### src/rtl/i2c_txn_arbiter_if.sv
`default_nettype none
// ============================================================================
// Module      : i2c_txn_arbiter_if
// Description : Client-side and core-side signal bundle for the I2C
//               transaction arbiter. The master modport is the arbiter's view;
//               the slave modport is the clients'/core's view.
// Revision    : 1.0 - initial release
// ============================================================================
interface i2c_txn_arbiter_if;
  // client side
  logic [1:0] c_req;
  logic [1:0] c_wr;
  logic [6:0] c_addr0;
  logic [6:0] c_addr1;
  logic [7:0] c_saddr0;
  logic [7:0] c_saddr1;
  logic [7:0] c_len0;
  logic [7:0] c_len1;
  logic [7:0] c_txd0;
  logic [7:0] c_txd1;
  logic [1:0] c_txpop;
  logic [7:0] c_rxd;
  logic [1:0] c_rxvld;
  logic [1:0] c_gnt;
  logic [1:0] c_done;
  logic [1:0] c_err;
  // core side
  logic       i2c_wr;
  logic [7:0] i2c_len;
  logic [6:0] i2c_addr;
  logic [7:0] i2c_saddr;
  logic [7:0] i2c_tx;
  logic       i2c_req;
  logic [7:0] i2c_rx;
  logic       i2c_de;

  modport master (
    input  c_req, c_wr, c_addr0, c_addr1, c_saddr0, c_saddr1, c_len0, c_len1,
           c_txd0, c_txd1, i2c_rx, i2c_de,
    output c_txpop, c_rxd, c_rxvld, c_gnt, c_done, c_err,
           i2c_wr, i2c_len, i2c_addr, i2c_saddr, i2c_tx, i2c_req
  );

  modport slave (
    output c_req, c_wr, c_addr0, c_addr1, c_saddr0, c_saddr1, c_len0, c_len1,
           c_txd0, c_txd1, i2c_rx, i2c_de,
    input  c_txpop, c_rxd, c_rxvld, c_gnt, c_done, c_err,
           i2c_wr, i2c_len, i2c_addr, i2c_saddr, i2c_tx, i2c_req
  );
endinterface
`default_nettype wire

### src/rtl/i2c_txn_arbiter.sv
`default_nettype none
// ============================================================================
// Module      : i2c_txn_arbiter
// Description : Round-robin two-client arbiter and byte sequencer in front of
//               the I2C master core. Loads the core's transaction fields,
//               holds request, moves one byte per DE rising edge and enforces
//               a bus-free gap between transactions.
// Revision    : 1.0 - initial release
// ============================================================================
module i2c_txn_arbiter #(
  parameter int GAP_CYCLES = 250,
  parameter int MAX_LEN    = 8
) (
  input  logic              clk_50,
  input  logic              rst_n,
  i2c_txn_arbiter_if.master bus
);

  localparam int              GAP_W     = (GAP_CYCLES > 1) ? $clog2(GAP_CYCLES) : 1;
  localparam logic [GAP_W-1:0] GAP_LAST = GAP_W'(GAP_CYCLES - 1);
  localparam logic [7:0]      MAX_LEN_C = 8'(MAX_LEN);

  typedef enum logic [1:0] {
    S_IDLE = 2'd0,
    S_LOAD = 2'd1,
    S_RUN  = 2'd2,
    S_GAP  = 2'd3
  } state_t;

  state_t           state_q;
  logic             rr_q;       // client with priority on the next tie
  logic             sel_q;      // currently granted client
  logic [7:0]       cnt_q;      // bytes completed in this transaction
  logic [GAP_W-1:0] gap_q;
  logic             de_q;

  logic [1:0] txpop_q, rxvld_q, gnt_q, done_q, err_q;
  logic [7:0] rxd_q;
  logic       wr_q, req_q;
  logic [7:0] len_q, saddr_q, tx_q;
  logic [6:0] addr_q;

  logic       pick;
  logic [7:0] pick_len, pick_txd, sel_txd, cnt_inc;
  logic       pick_bad, de_rise;

  // Candidate selection for IDLE and per-byte helpers for RUN.
  always_comb begin
    pick     = bus.c_req[rr_q] ? rr_q : ~rr_q;
    pick_len = pick ? bus.c_len1 : bus.c_len0;
    pick_txd = pick ? bus.c_txd1 : bus.c_txd0;
    pick_bad = (pick_len == 8'd0) || (pick_len > MAX_LEN_C);
    sel_txd  = sel_q ? bus.c_txd1 : bus.c_txd0;
    cnt_inc  = cnt_q + 8'd1;
    de_rise  = bus.i2c_de & ~de_q;
  end

  // Arbitration / sequencing FSM; every output is registered here.
  always_ff @(posedge clk_50 or negedge rst_n) begin
    if (!rst_n) begin
      state_q <= S_IDLE;
      rr_q    <= 1'b0;
      sel_q   <= 1'b0;
      cnt_q   <= 8'd0;
      gap_q   <= '0;
      de_q    <= 1'b0;
      txpop_q <= 2'b00;
      rxvld_q <= 2'b00;
      gnt_q   <= 2'b00;
      done_q  <= 2'b00;
      err_q   <= 2'b00;
      rxd_q   <= 8'd0;
      wr_q    <= 1'b0;
      req_q   <= 1'b0;
      len_q   <= 8'd0;
      saddr_q <= 8'd0;
      tx_q    <= 8'd0;
      addr_q  <= 7'd0;
    end else begin
      de_q    <= bus.i2c_de;
      txpop_q <= 2'b00;
      rxvld_q <= 2'b00;
      done_q  <= 2'b00;
      err_q   <= 2'b00;
      case (state_q)
        S_IDLE: begin
          if (|bus.c_req) begin
            if (pick_bad) begin
              // Reject without touching the core; pass priority along so a
              // misbehaving client cannot starve the other one.
              err_q <= {pick, ~pick};
              rr_q  <= ~rr_q;
            end else begin
              sel_q   <= pick;
              wr_q    <= bus.c_wr[pick];
              addr_q  <= pick ? bus.c_addr1 : bus.c_addr0;
              saddr_q <= pick ? bus.c_saddr1 : bus.c_saddr0;
              len_q   <= pick_len;
              if (bus.c_wr[pick]) tx_q <= pick_txd;
              gnt_q   <= {pick, ~pick};
              cnt_q   <= 8'd0;
              state_q <= S_LOAD;
            end
          end
        end
        S_LOAD: begin
          // Byte 0 is already sitting in i2c_tx; let the client advance.
          if (wr_q) txpop_q <= {sel_q, ~sel_q};
          req_q   <= 1'b1;
          state_q <= S_RUN;
        end
        S_RUN: begin
          if (de_rise) begin
            cnt_q <= cnt_inc;
            if (wr_q) begin
              if (cnt_inc < len_q) begin
                tx_q    <= sel_txd;
                txpop_q <= {sel_q, ~sel_q};
              end
            end else begin
              rxd_q   <= bus.i2c_rx;
              rxvld_q <= {sel_q, ~sel_q};
            end
            if (cnt_inc == len_q) begin
              req_q   <= 1'b0;
              done_q  <= {sel_q, ~sel_q};
              gnt_q   <= 2'b00;
              rr_q    <= ~sel_q;
              gap_q   <= '0;
              state_q <= S_GAP;
            end
          end
        end
        S_GAP: begin
          if (gap_q == GAP_LAST) state_q <= S_IDLE;
          else gap_q <= gap_q + GAP_W'(1);
        end
        default: state_q <= S_IDLE;
      endcase
    end
  end

  assign bus.c_txpop   = txpop_q;
  assign bus.c_rxd     = rxd_q;
  assign bus.c_rxvld   = rxvld_q;
  assign bus.c_gnt     = gnt_q;
  assign bus.c_done    = done_q;
  assign bus.c_err     = err_q;
  assign bus.i2c_wr    = wr_q;
  assign bus.i2c_len   = len_q;
  assign bus.i2c_addr  = addr_q;
  assign bus.i2c_saddr = saddr_q;
  assign bus.i2c_tx    = tx_q;
  assign bus.i2c_req   = req_q;

endmodule
`default_nettype wire

### src/flat_wrapper.sv
// flat-port wrapper written by rule: the top's interface ports become plain ports
module i2c_txn_arbiter_flat 
#(
  parameter int GAP_CYCLES = 250,
  parameter int MAX_LEN    = 8
)
  (clk_50, rst_n, bus_c_req, bus_c_wr, bus_c_addr0, bus_c_addr1, bus_c_saddr0, bus_c_saddr1, bus_c_len0, bus_c_len1, bus_c_txd0, bus_c_txd1, bus_i2c_rx, bus_i2c_de, bus_c_txpop, bus_c_rxd, bus_c_rxvld, bus_c_gnt, bus_c_done, bus_c_err, bus_i2c_wr, bus_i2c_len, bus_i2c_addr, bus_i2c_saddr, bus_i2c_tx, bus_i2c_req);
  i2c_txn_arbiter_if bus_i ();
  input  logic clk_50;
  input  logic rst_n;
  input wire logic [$bits(bus_i.c_req)-1:0] bus_c_req;
  input wire logic [$bits(bus_i.c_wr)-1:0] bus_c_wr;
  input wire logic [$bits(bus_i.c_addr0)-1:0] bus_c_addr0;
  input wire logic [$bits(bus_i.c_addr1)-1:0] bus_c_addr1;
  input wire logic [$bits(bus_i.c_saddr0)-1:0] bus_c_saddr0;
  input wire logic [$bits(bus_i.c_saddr1)-1:0] bus_c_saddr1;
  input wire logic [$bits(bus_i.c_len0)-1:0] bus_c_len0;
  input wire logic [$bits(bus_i.c_len1)-1:0] bus_c_len1;
  input wire logic [$bits(bus_i.c_txd0)-1:0] bus_c_txd0;
  input wire logic [$bits(bus_i.c_txd1)-1:0] bus_c_txd1;
  input wire logic [$bits(bus_i.i2c_rx)-1:0] bus_i2c_rx;
  input wire logic [$bits(bus_i.i2c_de)-1:0] bus_i2c_de;
  output wire logic [$bits(bus_i.c_txpop)-1:0] bus_c_txpop;
  output wire logic [$bits(bus_i.c_rxd)-1:0] bus_c_rxd;
  output wire logic [$bits(bus_i.c_rxvld)-1:0] bus_c_rxvld;
  output wire logic [$bits(bus_i.c_gnt)-1:0] bus_c_gnt;
  output wire logic [$bits(bus_i.c_done)-1:0] bus_c_done;
  output wire logic [$bits(bus_i.c_err)-1:0] bus_c_err;
  output wire logic [$bits(bus_i.i2c_wr)-1:0] bus_i2c_wr;
  output wire logic [$bits(bus_i.i2c_len)-1:0] bus_i2c_len;
  output wire logic [$bits(bus_i.i2c_addr)-1:0] bus_i2c_addr;
  output wire logic [$bits(bus_i.i2c_saddr)-1:0] bus_i2c_saddr;
  output wire logic [$bits(bus_i.i2c_tx)-1:0] bus_i2c_tx;
  output wire logic [$bits(bus_i.i2c_req)-1:0] bus_i2c_req;
  assign bus_i.c_req = bus_c_req;
  assign bus_i.c_wr = bus_c_wr;
  assign bus_i.c_addr0 = bus_c_addr0;
  assign bus_i.c_addr1 = bus_c_addr1;
  assign bus_i.c_saddr0 = bus_c_saddr0;
  assign bus_i.c_saddr1 = bus_c_saddr1;
  assign bus_i.c_len0 = bus_c_len0;
  assign bus_i.c_len1 = bus_c_len1;
  assign bus_i.c_txd0 = bus_c_txd0;
  assign bus_i.c_txd1 = bus_c_txd1;
  assign bus_i.i2c_rx = bus_i2c_rx;
  assign bus_i.i2c_de = bus_i2c_de;
  assign bus_c_txpop = bus_i.c_txpop;
  assign bus_c_rxd = bus_i.c_rxd;
  assign bus_c_rxvld = bus_i.c_rxvld;
  assign bus_c_gnt = bus_i.c_gnt;
  assign bus_c_done = bus_i.c_done;
  assign bus_c_err = bus_i.c_err;
  assign bus_i2c_wr = bus_i.i2c_wr;
  assign bus_i2c_len = bus_i.i2c_len;
  assign bus_i2c_addr = bus_i.i2c_addr;
  assign bus_i2c_saddr = bus_i.i2c_saddr;
  assign bus_i2c_tx = bus_i.i2c_tx;
  assign bus_i2c_req = bus_i.i2c_req;
  i2c_txn_arbiter #(.GAP_CYCLES(GAP_CYCLES), .MAX_LEN(MAX_LEN)) u_core (.clk_50(clk_50), .rst_n(rst_n), .bus(bus_i));
endmodule
### config.mk
export PLATFORM = sky130hd
export DESIGN_NAME = i2c_txn_arbiter_flat
export DESIGN_NICKNAME = d
export VERILOG_FILES = /design/src/rtl/i2c_txn_arbiter_if.sv /design/src/rtl/i2c_txn_arbiter.sv /design/src/flat_wrapper.sv
export SDC_FILE = /design/constraint.sdc
export NUM_CORES = 1
export LEC_CHECK = 0
export CAP_MARGIN = 25
export CELL_PAD_IN_SITES_DETAIL_PLACEMENT = 0
export CELL_PAD_IN_SITES_GLOBAL_PLACEMENT = 2
export CORE_MARGIN = 2
export CORE_UTILIZATION = 26
export CTS_BUF_LIST = sky130_fd_sc_hd__clkbuf_4 sky130_fd_sc_hd__clkbuf_8
export DETAILED_ROUTE_END_ITERATION = 6
export PLACE_DENSITY_LB_ADDON = 0.1
export SLEW_MARGIN = 20
export SYNTH_ARGS = -nofsm -noshare
export SYNTH_HDL_FRONTEND = slang
export SYNTH_SLANG_ARGS = --single-unit
### constraint.sdc
create_clock -name clk_50 -period 2.8 [get_ports clk_50]
set_input_delay 0.42 -clock clk_50 [delete_from_list [all_inputs] [get_ports clk_50]]
set_output_delay 0.42 -clock clk_50 [all_outputs]
set_load 0.02 [all_outputs]
Word level (Yosys, flattened, before mapping)
Index checks and enable logic that the tools add are counted.
Storage, ports and cells
  register bits after elaboration: 72
  bits of input ports: 77
Operators by class
  add/subtract/negate cells: 2
  magnitude comparators: 4
  equality and inequality tests: 15
  muxes and demuxes: 58
  bitwise operators: 7
  reduce and logical (&&, ||, !) cells: 16
Operators with widths (count)
  two-way mux 8 bit: 16
  one-hot mux 8 bit (2 select lines): 3
  two-way mux 2 bit: 22
  adder 8 x 1 -> 8 bit (second input constant): 2
  != test 2 x 1 -> 1 bit (second input constant): 8
  AND reduction 5 bit: 3
  two-way mux 1 bit: 11
  AND reduction 3 bit: 3
  == test 8 bit: 1
  == test 8 bit (second input constant): 1
  > comparator 8 x 4 -> 1 bit (second input constant): 1
  zero test 8 bit: 1
  < comparator 8 bit: 1
  one-hot mux 2 bit (2 select lines): 2
  one-hot mux 2 bit (4 select lines): 1
  AND reduction 4 bit: 2
  two-way mux 7 bit: 1
  AND reduction 7 bit: 1
  NOT 1 bit: 6
  nonzero test 2 bit: 3
  == test 2 bit (second input constant): 2
  < comparator 1 x 2 -> 1 bit (second input constant): 2
  != test 2 bit (second input constant): 2
  one-hot mux 1 bit (2 select lines): 2
  other kinds (5): 5

Logic depth before layout (Yosys ltp)
  depth in word-level cells: 9
  gate-level depth with buffers: 11
  mapped depth without buffers: 11

Least setup slack after synthesis
No wires, ideal clock.
  path kind: register -> register
  start: reg u_core.cnt_q[0]
  end: reg u_core.tx_q[0] (netlist: u_core.bus.i2c_tx[0])
  arrival: 2.484 ns
  path slack: 0.191 ns
  stages on the path, launching flop included: 12
  path buffers: 1
  period minus slack after synthesis: 2.609 ns
  cells stage by stage: dfrtp_1 ha_1 and3_1 nand3_1 xnor2_1 ha_1 nand4_1 a21oi_1 nor4b_1 o221a_1 buf_6 mux2_4
On the way
  word-level cells in the longest chain between the ends: 4
Ends and longest elaborated chain
  start, declared: line i2c_txn_arbiter.sv:33  | logic [7:0] cnt_q;
  start signal, assigned: line i2c_txn_arbiter.sv:114  | cnt_q <= cnt_inc;
  adder 8 x 1 -> 8 bit: line i2c_txn_arbiter.sv:54  | cnt_inc = cnt_q + 8'd1;
  < comparator 8 bit: line i2c_txn_arbiter.sv:116  | if (cnt_inc < len_q) begin
  != test 2 x 1 -> 1 bit (no source line)
  AND reduction 7 bit (no source line)
  end signal, assigned: line i2c_txn_arbiter.sv:99  | if (bus.c_wr[pick]) tx_q <= pick_txd;
  end signal, assigned: line i2c_txn_arbiter.sv:117  | tx_q <= sel_txd;
  end, declared: line i2c_txn_arbiter.sv:40  | logic [7:0] len_q, saddr_q, tx_q;
Every way passes these cells.
A chain may end at the register's enable or synchronous reset.

Worst setup path after layout
  start: reg u_core.cnt_q[1]
  end: reg u_core.tx_q[5] (netlist: u_core.bus.i2c_tx[5])
Same word-level chain as after synthesis.

==> results.yml <==
timing:
  min_period_ns: 2.72
  finalCritPeriodShare_pct: 97.0
  setup_viol: 0
  slew_headroom_pct: 66.8
  hold_viol: 0
  slew_viol_final: 0
  fmax_mhz: 368
  grt_setup_unrepaired: "true"
  fin_skew_ns: 0.00795
  worst_pin_slew_ns: 0.499
placement:
  hpwl_um: 7420
  gp_congestion: 0.715
  io_buffer_count: 127
  post_dp_cell_area_mm2: 0.00534
cells_and_area:
  drive_above_1_share_pct: 18.4
  multi_input_area_mm2: 0.00190
  layout.nets: 593
  fillCellCount: 1467
  regArea_mm2: 0.00180
  postLayoutCoreUtil_pct: 39.2
  final_cell_area_mm2: 0.00566
  area_delta_synth_final_pct: 49.0
  num_antenna_cells: 0
setup_path:
  r2r_cells: 11
  crit_path_top_delay_cell: "dfrtp_1"
  crit_arrival_ns: 2.95
  endpoint_kind: "register"
  path_cells: "and3_4, nand3_2, nor2_2, xor2_1, ha_1, nand4_1, a21oi_1, nor4b_2, o221a_1, buf_12, mux2_4"
  reg2reg_to: "u_core.bus.i2c_tx[5]$_DFFE_PN0P_"
  worstSetupPathType: "register to register"
  worstSetupStartpointType: "register"
  required_ns: 3.04
  cp_max_fo: 8
  ff2ff_setup_slack_ns: 0.08
  cpPeakStageDelay_ns: 0.40
  r2r-start: "u_core.cnt_q[1]$_DFFE_PN0P_"
yosys:
  async_reset_ff_share_pct: 100
  ys_seq_area_share_pct: 47.5
  syn_inst: 354
  post_synth.cell_area_avg_um2: 10.7
  synth_xor_area_share_pct: 2.08
  muxShareOfSynthArea_pct: 13.8
  synth.distinct_cells: 62
  synth_edf_count: 0
  ys_top_cells_by_area: "dfrtp_1 47%, mux2i_1 5.3%, mux2_2 5.0%"
  synth_top_family_by_area: "simple AND/OR/NAND/NOR gates"
  synth_top_cell_by_area: "dfrtp_1"
  synth_top_area_share_pct: 47.5
  synthesis.nets: 446
  synth_ff_type: "dfrtp_1"
  ys_ff_latch: 72
  ys.warnings.count: 0
  synth_most_common_cell: "dfrtp_1"
  synthTopCellsByCount: "72 x dfrtp_1, 45 x nand2_1, 35 x o21ai_0"
  synth-simple-area-share_pct: 14.1
  synth-compound-area-share_pct: 13.1
  synthAdderAreaFrac_pct: 4.94
  synth_area_mm2: 0.00380
detailed_routing:
  drt_first_pass_iters: 4
  vias: 3082
  vias_per_cell: 4.47
  wire_per_inst_um: 14.5
  drt_iter0_markers: 93
  ant_nets: 0
  routed_wl_um: 9990
  drc: 0
power:
  max-vdd-ir-drop_uv: 261
  powerDensity_mw_per_mm2: 913
  p_leak_uw: 0.00243
clock_tree:
  hold_buffers: 0
  clk_latency_ns: 0.35
  cts.sinks: 72
  numCtsBuffers: 9
  clk_pin_slew_worst_paths_ns: 0.07
  clockBufferDepth: 2
  ctsRootBufferMaster: "clkbuf_8"
  cts_tree: "built"
  cts_max_level: 3
global_routing:
  use_met3_pct: 3.18
  grt_pass1_wl_um: 16600
  first_global_vias: 3144
  grt_max_degree: 73
  grt_overflow: 0
  grt_use_met1_pct: 18.2
  use_met2_pct: 20.4
  grt.busiest_layer: "met2"
  antenna_found_initial: 0
  grt.total_usage_pct: 13.3
run:
  cap_violations: 0
floorplanning:
  die_h_um: 125
  core_mm2: 0.0144
  dieArea_mm2: 0.0156
  fp.dieW_um: 125
  pin_count: 128
  initial_core_util_pct: 26.3
  placementRows: 44
status:
  outcome: "finished, final reports clean"
min_path:
  min-delay-path-class: "input pin to async pin"
==> final cells by class <==
| type | count | area share [%] |
|---|---|---|
| Tap cell | 184 | 4.07 |
| Sequential cell | 72 | 31.9 |
| Clock buffer | 14 | 3.19 |
| Inverter | 16 | 1.28 |
| Clock inverter | 2 | 0.221 |
| Multi-Input combinational cell | 253 | 33.6 |
| Timing Repair Buffer | 149 | 25.8 |
==> cell usage in the layout (no fill, tap or decap), types with 4 or more instances in the layout <==
| master | netlist | final |
|---|---|---|
| nor2_1 | 14 | 11 |
| dfrtp_1 | 72 | 72 |
| nand3_1 | 6 | 4 |
| inv_1 | 15 | 15 |
| clkdlybuf4s50_1 | 0 | 126 |
| nor2_2 | 1 | 4 |
| clkbuf_8 | 3 | 12 |
| nor3_1 | 5 | 4 |
| xnor2_1 | 5 | 4 |
| o21ai_0 | 35 | 34 |
| mux2_2 | 17 | 17 |
| a21oi_1 | 9 | 9 |
| buf_4 | 0 | 21 |
| a31oi_1 | 5 | 5 |
| ha_1 | 15 | 14 |
| nand4_1 | 4 | 4 |
| xor2_1 | 4 | 4 |
| mux2_4 | 8 | 8 |
| nand2_1 | 45 | 45 |
| and2_1 | 5 | 5 |
| mux2i_1 | 20 | 20 |
==> report_power, final <==
part | switching [uW] | internal, uW
logic | 1350 | 1380
clock network | 387 | 414
registers | 260 | 1380
==> worst max-delay path by stage <==
stage / startpoint / to / slack (ns) / depth (start not counted)
floorplan: u_core.cnt_q[0]$_DFFE_PN0P_ / u_core.bus.i2c_tx[0]$_DFFE_PN0P_ / 0.19 / 11
global placement: u_core.cnt_q[0]$_DFFE_PN0P_ / u_core.bus.i2c_tx[1]$_DFFE_PN0P_ / 0.01 / 11
CTS: u_core.cnt_q[0]$_DFFE_PN0P_ / u_core.bus.i2c_tx[5]$_DFFE_PN0P_ / 0.00003 / 11
finish: u_core.cnt_q[1]$_DFFE_PN0P_ / u_core.bus.i2c_tx[5]$_DFFE_PN0P_ / 0.08 / 11
detailed placement: u_core.cnt_q[0]$_DFFE_PN0P_ / u_core.bus.i2c_tx[5]$_DFFE_PN0P_ / -0.09 / 11
global route: u_core.cnt_q[1]$_DFFE_PN0P_ / u_core.bus.i2c_tx[2]$_DFFE_PN0P_ / -0.08 / 11
==> registers in the layout, summed over array words and instances (netlist names), 2 cells and up <==
name and flops:
u_core.gap_q 8, u_core.bus.i2c_saddr 8, u_core.bus.c_err 2, u_core.bus.i2c_addr 7, u_core.cnt_q 8, u_core.bus.i2c_tx 8
u_core.state_q 2, u_core.bus.c_gnt 2, u_core.bus.i2c_len 8, u_core.bus.c_txpop 2, u_core.bus.c_rxvld 2, u_core.bus.c_done 2
u_core.bus.c_rxd 8
==> cells by family (layout without fill, tap and decap cells) <==
family / count (synthesis) / in the layout
AOI/OAI and AO/OA: 77 / 77
DFF: 72 / 72
and+or+nand+nor: 106 / 106
muxes: 46 / 46
buffers and inverters: 29 / 181
xor gates and xnor gates: 9 / 9
adders and majority gates: 15 / 15
==> repair_timing <==
action                                  4_1_cts  5_1_grt
pin swaps                                     1       11
buffers inserted                              0        4
gates resized for setup                       1       16
endpoints found under the hold margin         0        0
endpoints found under the setup margin        8       17
==> through the flow <==
| step | worst slack [ns] | TNS, ns | hold WS, ns | power, uW | std cells |
|---|---|---|---|---|---|
| final | 0.0849 | 0 | 0.0271 | 5170 | 690 |
| after global routing | -0.0782 | -0.592 | 0.0570 | 5580 | 690 |
| after CTS | 0.0000329 | 0 | 0.252 | 5190 | 685 |
| after detailed placement | -0.0897 | -0.692 | 0.470 | 4340 | 669 |
| after global placement | 0.0108 | 0 | 0.461 | 4320 | 669 |
| after floorplan | 0.191 | 0 | 0.124 | 3270 | 354 |
==> worst max-delay path, delay by kind of cell (launching register included) <==
| kind | cells | cell delay [ns] |
|---|---|---|
| multiplexers | 1 | 0.30 |
| AND/OR/NAND/NOR | 5 | 0.85 |
| buffers and inverters | 1 | 0.16 |
| XOR/XNOR | 1 | 0.21 |
| flip-flops | 1 | 0.40 |
| AO/OA/AOI/OAI | 2 | 0.39 |
| adder cells (fa/ha/maj) | 1 | 0.29 |
==> routing by layer <==
metal / vias up / part of all wire [%]
met5: - / 0
met4: 0 / 1.4
met3: 10 / 5.4
met2: 90 / 44
met1: 1424 / 49
li1: 1558 / -
Power figures use the tool's default switching activity.
